===== config.mk =====
export PLATFORM = sky130hd
export DESIGN_NAME = adder_eval_ctrl
export DESIGN_NICKNAME = d
export VERILOG_FILES = /design/src/rtl/adder_eval_ctrl.sv
export SDC_FILE = /design/constraint.sdc
export NUM_CORES = 1
export LEC_CHECK = 0
export CORE_UTILIZATION = 55
export CTS_CLUSTER_DIAMETER = 200
export DETAILED_ROUTE_END_ITERATION = 8
export PLACE_DENSITY = 0.88
export SLEW_MARGIN = 40
export SYNTH_ARGS = -nofsm -noshare
export SYNTH_HDL_FRONTEND = slang
export SYNTH_SLANG_ARGS = --single-unit

===== constraint.sdc =====
create_clock -name clk -period 10 [get_ports clk]
set_clock_uncertainty 0.2 [all_clocks]
set_input_delay 1.5 -clock clk [delete_from_list [all_inputs] [get_ports clk]]
set_output_delay 1.5 -clock clk [all_outputs]
set_load 0.02 [all_outputs]

===== src/rtl/adder_eval_ctrl.sv =====
// Error-characterisation sequencer for an 8-in/5-out approximate adder:
// sweeps every input vector, compares po with the exact sum and accumulates metrics.
module adder_eval_ctrl #(
  parameter int IN_W   = 8,
  parameter int OUT_W  = 5,
  parameter int SETTLE = 1
) (
  input  logic                    clk,
  input  logic                    rst,
  input  logic                    start,
  input  logic                    abort,
  output logic [IN_W-1:0]         pi,
  input  logic [OUT_W-1:0]        po,
  output logic                    busy,
  output logic                    done,
  output logic                    res_valid,
  output logic [IN_W:0]           err_count,
  output logic [OUT_W-1:0]        max_err,
  output logic [IN_W+OUT_W-1:0]   sum_err
);

  localparam int HALF = IN_W / 2;
  localparam logic [3:0] SETTLE_LD = 4'(SETTLE - 1);

  typedef enum logic [1:0] {
    S_IDLE   = 2'd0,
    S_SETTLE = 2'd1,
    S_SAMPLE = 2'd2,
    S_DONE   = 2'd3
  } state_t;

  state_t           state;
  logic [3:0]       cnt;
  logic [IN_W-1:0]  vec;
  logic [OUT_W-1:0] po_q;
  logic [OUT_W-1:0] op_a;
  logic [OUT_W-1:0] op_b;
  logic [OUT_W-1:0] exact;
  logic [OUT_W-1:0] e;

  assign pi = vec;

  // Operands are zero-extended so the exact sum never overflows OUT_W bits.
  always_comb begin
    op_a  = {{(OUT_W-HALF){1'b0}}, vec[HALF-1:0]};
    op_b  = {{(OUT_W-HALF){1'b0}}, vec[IN_W-1:HALF]};
    exact = op_a + op_b;
    e     = (po_q >= exact) ? (po_q - exact) : (exact - po_q);
  end

  always_ff @(posedge clk) begin
    if (rst) begin
      state     <= S_IDLE;
      cnt       <= '0;
      vec       <= '0;
      po_q      <= '0;
      busy      <= 1'b0;
      done      <= 1'b0;
      res_valid <= 1'b0;
      err_count <= '0;
      max_err   <= '0;
      sum_err   <= '0;
    end else begin
      done <= 1'b0;
      case (state)
        S_IDLE: begin
          if (start) begin
            vec       <= '0;
            err_count <= '0;
            max_err   <= '0;
            sum_err   <= '0;
            res_valid <= 1'b0;
            cnt       <= SETTLE_LD;
            busy      <= 1'b1;
            state     <= S_SETTLE;
          end
        end
        S_SETTLE: begin
          if (abort) begin
            busy  <= 1'b0;
            state <= S_IDLE;
          end else if (cnt == 4'd0) begin
            po_q  <= po;
            state <= S_SAMPLE;
          end else begin
            cnt <= cnt - 4'd1;
          end
        end
        S_SAMPLE: begin
          if (abort) begin
            busy  <= 1'b0;
            state <= S_IDLE;
          end else begin
            if (e != '0) err_count <= err_count + {{IN_W{1'b0}}, 1'b1};
            if (e > max_err) max_err <= e;
            sum_err <= sum_err + {{IN_W{1'b0}}, e};
            if (&vec) begin
              busy      <= 1'b0;
              done      <= 1'b1;
              res_valid <= 1'b1;
              state     <= S_DONE;
            end else begin
              vec   <= vec + {{(IN_W-1){1'b0}}, 1'b1};
              cnt   <= SETTLE_LD;
              state <= S_SETTLE;
            end
          end
        end
        S_DONE:  state <= S_IDLE;
        default: state <= S_IDLE;
      endcase
    end
  end

endmodule


# Word-level counts from Yosys, hierarchy flattened
# Index checks and enable logic that the tools add are counted.
totals:
  in_bits: 9
  ff_bits: 49
  word_cells: 89
  output_inout_bits: 38
op_classes:
  n_addsub: 7
  reduce_logical: 16
  n_lt_le_gt_ge: 2
  muxes: 38
  bitwise: 2
  eq_ne: 14
ops:
  columns: ["operator", "n"]
  rows:
  - ["$mux W9", 3]
  - ["$mux W13", 2]
  - ["$pmux W13 S2", 1]
  - ["$mux W8", 3]
  - ["$mux W4", 5]
  - ["$mux W5", 4]
  - ["$reduce_and A4 Y1", 5]
  - ["$ne A2 B2 Y1 const B", 9]
  - ["$pmux W9 S2", 1]
  - ["$pmux W8 S2", 1]
  - ["$add A13 B5 Y13", 1]
  - ["$pmux W4 S3", 1]
  - ["$mux W2", 5]
  - ["$pmux W5 S2", 1]
  - ["$sub A5 B5 Y5", 2]
  - ["$add A9 B1 Y9 const B", 1]
  - ["$add A8 B1 Y8 const B", 1]
  - ["$mux W1", 8]
  - ["$pmux W2 S4", 1]
  - ["$reduce_and A8 Y1", 1]
  - ["$ne A3 B3 Y1 const B", 2]
  - ["$reduce_and A3 Y1", 2]
  - ["$reduce_and A6 Y1", 1]
  - ["$add A4 B4 Y5", 1]
  - ["other kinds (15)", 17]

# Longest topological paths before layout
logic_depth:
  word_depth: 7
  ltp_mapped: 20
  depth_no_buf: 20

# Least setup slack after synthesis
# No wires, ideal clock.
synth_timing:
  path_kind: "reg2reg"
  start: "register vec[4], in the netlist pi[4]"
  end: "register sum_err[12]"
  setup_slack_ns: 5.413
  stages_incl_launch_ff: 20
  arrival_ns: 4.259
  cell_sequence: "dfxtp_1 > ha_1 > inv_1 > fa_1 > xnor2_1 > ha_1 > buf_6 > a21oi_4 > o21ai_2 > a31oi_4 > mux2i_1 > clkinv_1 > fa_1 > nor2b_1 > o21ai_0 > a21boi_0 > o21ai_0 > or4_1 > xor2_1 > nor2_1"
synth_between:
  elab_chain_len: 6
  word_cells_on_any_way: 8
  classes_between: "add/sub (4); order compare (1); mux (3)"
synth_lines:
  columns: ["item", "line_no", "rtl"]
  rows:
  - ["start: declaration", "34", "logic [IN_W-1:0] vec;"]
  - ["start signal: assignment", "103", "vec <= vec + {{(IN_W-1){1'b0}}, 1'b1};"]
  - ["$add A4 B4 Y5 *", "47", "exact = op_a + op_b;"]
  - ["$sub A5 B5 Y5 or $ge A5 B5 Y1 (tied branches)", "48", "e = (po_q >= exact) ? (po_q - exact) : (exact - po_q);"]
  - ["$mux W5 *", "48", null]
  - ["$add A13 B5 Y13 *", "96", "sum_err <= sum_err + {{IN_W{1'b0}}, e};"]
  - ["$mux W13 *", "90", "if (abort) begin"]
  - ["$pmux W13 S2 *", "65", "case (state)"]
  - ["end signal: assignment", "96", null]
  - ["end: declaration", "19", "output logic [IN_W+OUT_W-1:0] sum_err"]
# Mark *: on every way between the ends. The rest lies on a longest branch, timed or not. The select of a mux whose other input is x is not followed.
# A chain may end at the register's enable or synchronous reset.

# Final worst setup path
layout_timing:
  start: "register vec[0], in the netlist pi[0]"
  end: "register sum_err[12]"
# Same word-level chain as after synthesis.

==> flow_summary_export.csv <==
group,metric,value,unit
drt,vias_per_cell,5.78,
worst_setup_path,critPathLaunchType,"flop",
synth,synth_fp_nets,423,
clock_network,clock_sinks,49,
layout,stdcell_count,493,
floorplan,die_h,77.7,microns
synth,synth_top_area_share,31.1,%
worst_setup_path,arrival,4.99,ns
clock_network,cts_buffers,5,
sta,rsz0062_at_grt,"no",
clock_network,clk_pin_slew_worst_paths,0.09,ns
worst_setup_path,cp.required,9.99,ns
floorplan,boundaryPins,47,
clock_network,postCtsSetupRepairBufs,0,
drt,firstDrtPassIters,4,
sta,slew_viol_final,0,
sta,hold_violations,0,
placed_design,placed_cells,485,
layout,antenna_cells,0,
sta,period_minus_slack,5.00,ns
clock_network,cts-hold-fix-buffers,0,
clock_network,cts_tree,"built",
sta,max_freq,200,MHz
floorplan,die_w,77.7,microns
global_routing,overflow,0,
sta,worst_slew_pin_slew,0.735,ns
clock_network,cts_buffer_depth,2,
global_routing,gr-usage-all-layers,24.7,%
worst_setup_path,end_kind,"flop",
power,leakage,1.46,nW
drt,antenna_left,0,
clock_network,cts_max_level,2,
sta,finalSetupTns,0,ns
layout,drive_gt1_share,5.23,%
drt,avgRoutedWirePerCell,14.8,microns
placed_design,hpwl,5470,microns
synth,post-synth-top-area-cell,"dfxtp_1",
clock_network,cts_root_buf,"clkbuf_8",
layout,fin_nets,465,
synth,synth-edff-count,0,
synth,synth_area_leaders,"dfxtp_1 (31%), ha_1 (13%), nor2_1 (5.4%)",
sta,setup_viol,0,
worst_setup_path,critPathMaxStageDelay,0.46,ns
floorplan,start_util,57.2,%
power,max-vdd-ir-drop,71.3,uV
drt,drt_iter0_drc,121,
run_status,status,"completed",
synth,ys_types,53,
synth,syn_inst,378,
hold_path,hold_path_class,"flop to flop",
synth,yosys_warnings,0,
worst_setup_path,worst_path_max_delay_cell,"or4_1",
global_routing,grt_max_degree,40,
flow_run,maxCapViolCount,0,
drt,drc_errors,0,
clock_network,clkLatencyLatePin,0.31,ns
worst_setup_path,path_cells,"ha_1 > inv_1 > fa_1 > xnor2_1 > ha_1 > a21oi_4 > o21ai_2 > a31oi_4 > mux2i_1 > clkinv_1 > fa_1 > nor2b_1 > o21ai_0 > a21boi_0 > o21ai_0 > or4_1 > xor2_1 > nor2_1",
layout,final_common_cell,"dfxtp_1",
clock_network,postCtsResizedCells,0,
layout,finish.utilization,68.1,%
synth,synthFlopType,"dfxtp_1",
synth,synth-seq-cells,49,
power,p_per_area,120,mW/mm^2
layout,syn_to_final_growth,19.0,%
synth,synth_seq_area_share,31.1,%
drt,drt_wl_total,7300,microns
synth,synthesis.area,0.00315,sq mm
global_routing,antenna_found_initial,0,
synth,syn_avg_cell_area,8.34,sq um
layout,final_cell_mix,"dfxtp_1 (49), clkdlybuf4s50_1 (46), nor2_1 (45), ha_1 (32), inv_1 (29)",
worst_setup_path,critical_path_class,"flop to flop",
layout,nFillCells,450,
sta,post-route-period-util,50.0,%
sta,relSlewSlack,50.6,%
placed_design,globalplace.congestion,0.877,
synth,async_flop_share,0,%
global_routing,grt_pass1_vias,2659,
floorplan,core-area,0.00551,sq mm
power,power,0.000450,W
drt,vias,2852,
floorplan,placementRows,27,
worst_setup_path,cp_max_fo,9,
floorplan,die_area,0.00604,sq mm
global_routing,grt_first_pass_wirelength,12000,microns
placed_design,io_buffers,46,
## cell usage after synthesis, types with 2 or more instances
library cell and instances:
dfxtp_1 49, nor2_1 45, ha_1 32, inv_1 29
a21oi_1 28, nand2_1 22, o21ai_0 16, nand3_1 13
clkbuf_1 11, a22oi_1 10, mux2i_1 10, xor2_1 10
nor2b_1 9, or3_1 9, nor3_1 8, xnor2_1 6
a21o_1 5, nand4_1 5, fa_1 4, nand2b_1 4
a211oi_1 3, a31oi_1 3, and3_1 3, o21a_1 3
or2_2 3, a21bo_2 2, and4_1 2, buf_6 2
clkinv_1 2, nand3b_1 2, nor3b_1 2, nor4_1 2
o211ai_1 2, o2bb2ai_1 2, or4_1 2
## cell type report
cell class / instances / area (sq um) / share of cell area, %
Clock buffer: 6 / 82.6 / 2.20
Clock inverter: 2 / 13.8 / 0.367
Inverter: 31 / 116 / 3.10
Multi-Input combinational cell: 285 / 1990 / 53.1
Sequential cell: 49 / 981 / 26.2
Tap cell: 72 / 90.1 / 2.40
Timing Repair Buffer: 48 / 475 / 12.7
## critical path, delay by kind of cell, from the launching register on
family	cells	cell delay, ns
AO/OA/AOI/OAI	6	1.16
XOR/XNOR	2	0.38
adder cells (fa/ha/maj)	4	1.44
buffers and inverters	2	0.25
flip-flops	1	0.44
multiplexers	1	0.38
AND/OR/NAND/NOR	3	0.64
## flip-flops by register name (all words and copies together) (netlist names)
register	flops
sum_err	13
res_valid	1
max_err	5
done	1
po_q	5
cnt	4
busy	1
err_count	9
state	2
pi	8
## metrics by stage
| stage | setup slack, ns | area [sq um] | hold WS, ns |
|---|---|---|---|
| 2_1_floorplan | 5.41 | 3150 | 0.266 |
| 3_3_place_gp | 5.30 | 3650 | 0.262 |
| 3_5_place_dp | 5.08 | 3650 | 0.276 |
| 4_1_cts | 5.02 | 3750 | 0.299 |
| 5_1_grt | 4.65 | 3750 | 0.325 |
| 6_report | 5.00 | 3750 | 0.286 |
## report_power, final
group | leakage (nW) | internal [W] | switching [W]
clock network | 0.0512 | 0.0000562 | 0.0000670
logic | 1.01 | 0.0000472 | 0.0000742
registers | 0.396 | 0.000201 | 0.00000473
total | 1.46 | 0.000304 | 0.000146
## final timing paths
path	start	endpoint	slack (ns)	cells after the start
worst min-delay path	res_valid	res_valid	0.29	2
worst max-delay path	pi[0]	sum_err[12]	5.00	18
worst max register to register	pi[0]	sum_err[12]	5.00	18
worst min register to register	res_valid	res_valid	0.29	2
## kinds of logic (layout without fill, tap and decap cells)
group | count (synthesis) | after routing | share of synthesized area (%)
AO/OA/AOI/OAI | 89 | 89 | 19.2
XOR/XNOR | 16 | 16 | 4.45
adder cells (fa/ha/maj) | 36 | 36 | 15.2
buffers and inverters | 44 | 87 | 5.72
flip-flops | 49 | 49 | 31.1
multiplexers | 10 | 10 | 3.18
AND/OR/NAND/NOR | 134 | 134 | 21.1
## per-layer routing
metal | global-route usage (%) | part of all wire, %
met2 | 43.2 | 50
met1 | 31.7 | 44
met3 | 3.65 | 4.8
met4 | 6.23 | 0.78
met5 | 0 | 0
(Power assumes the default switching activity.)
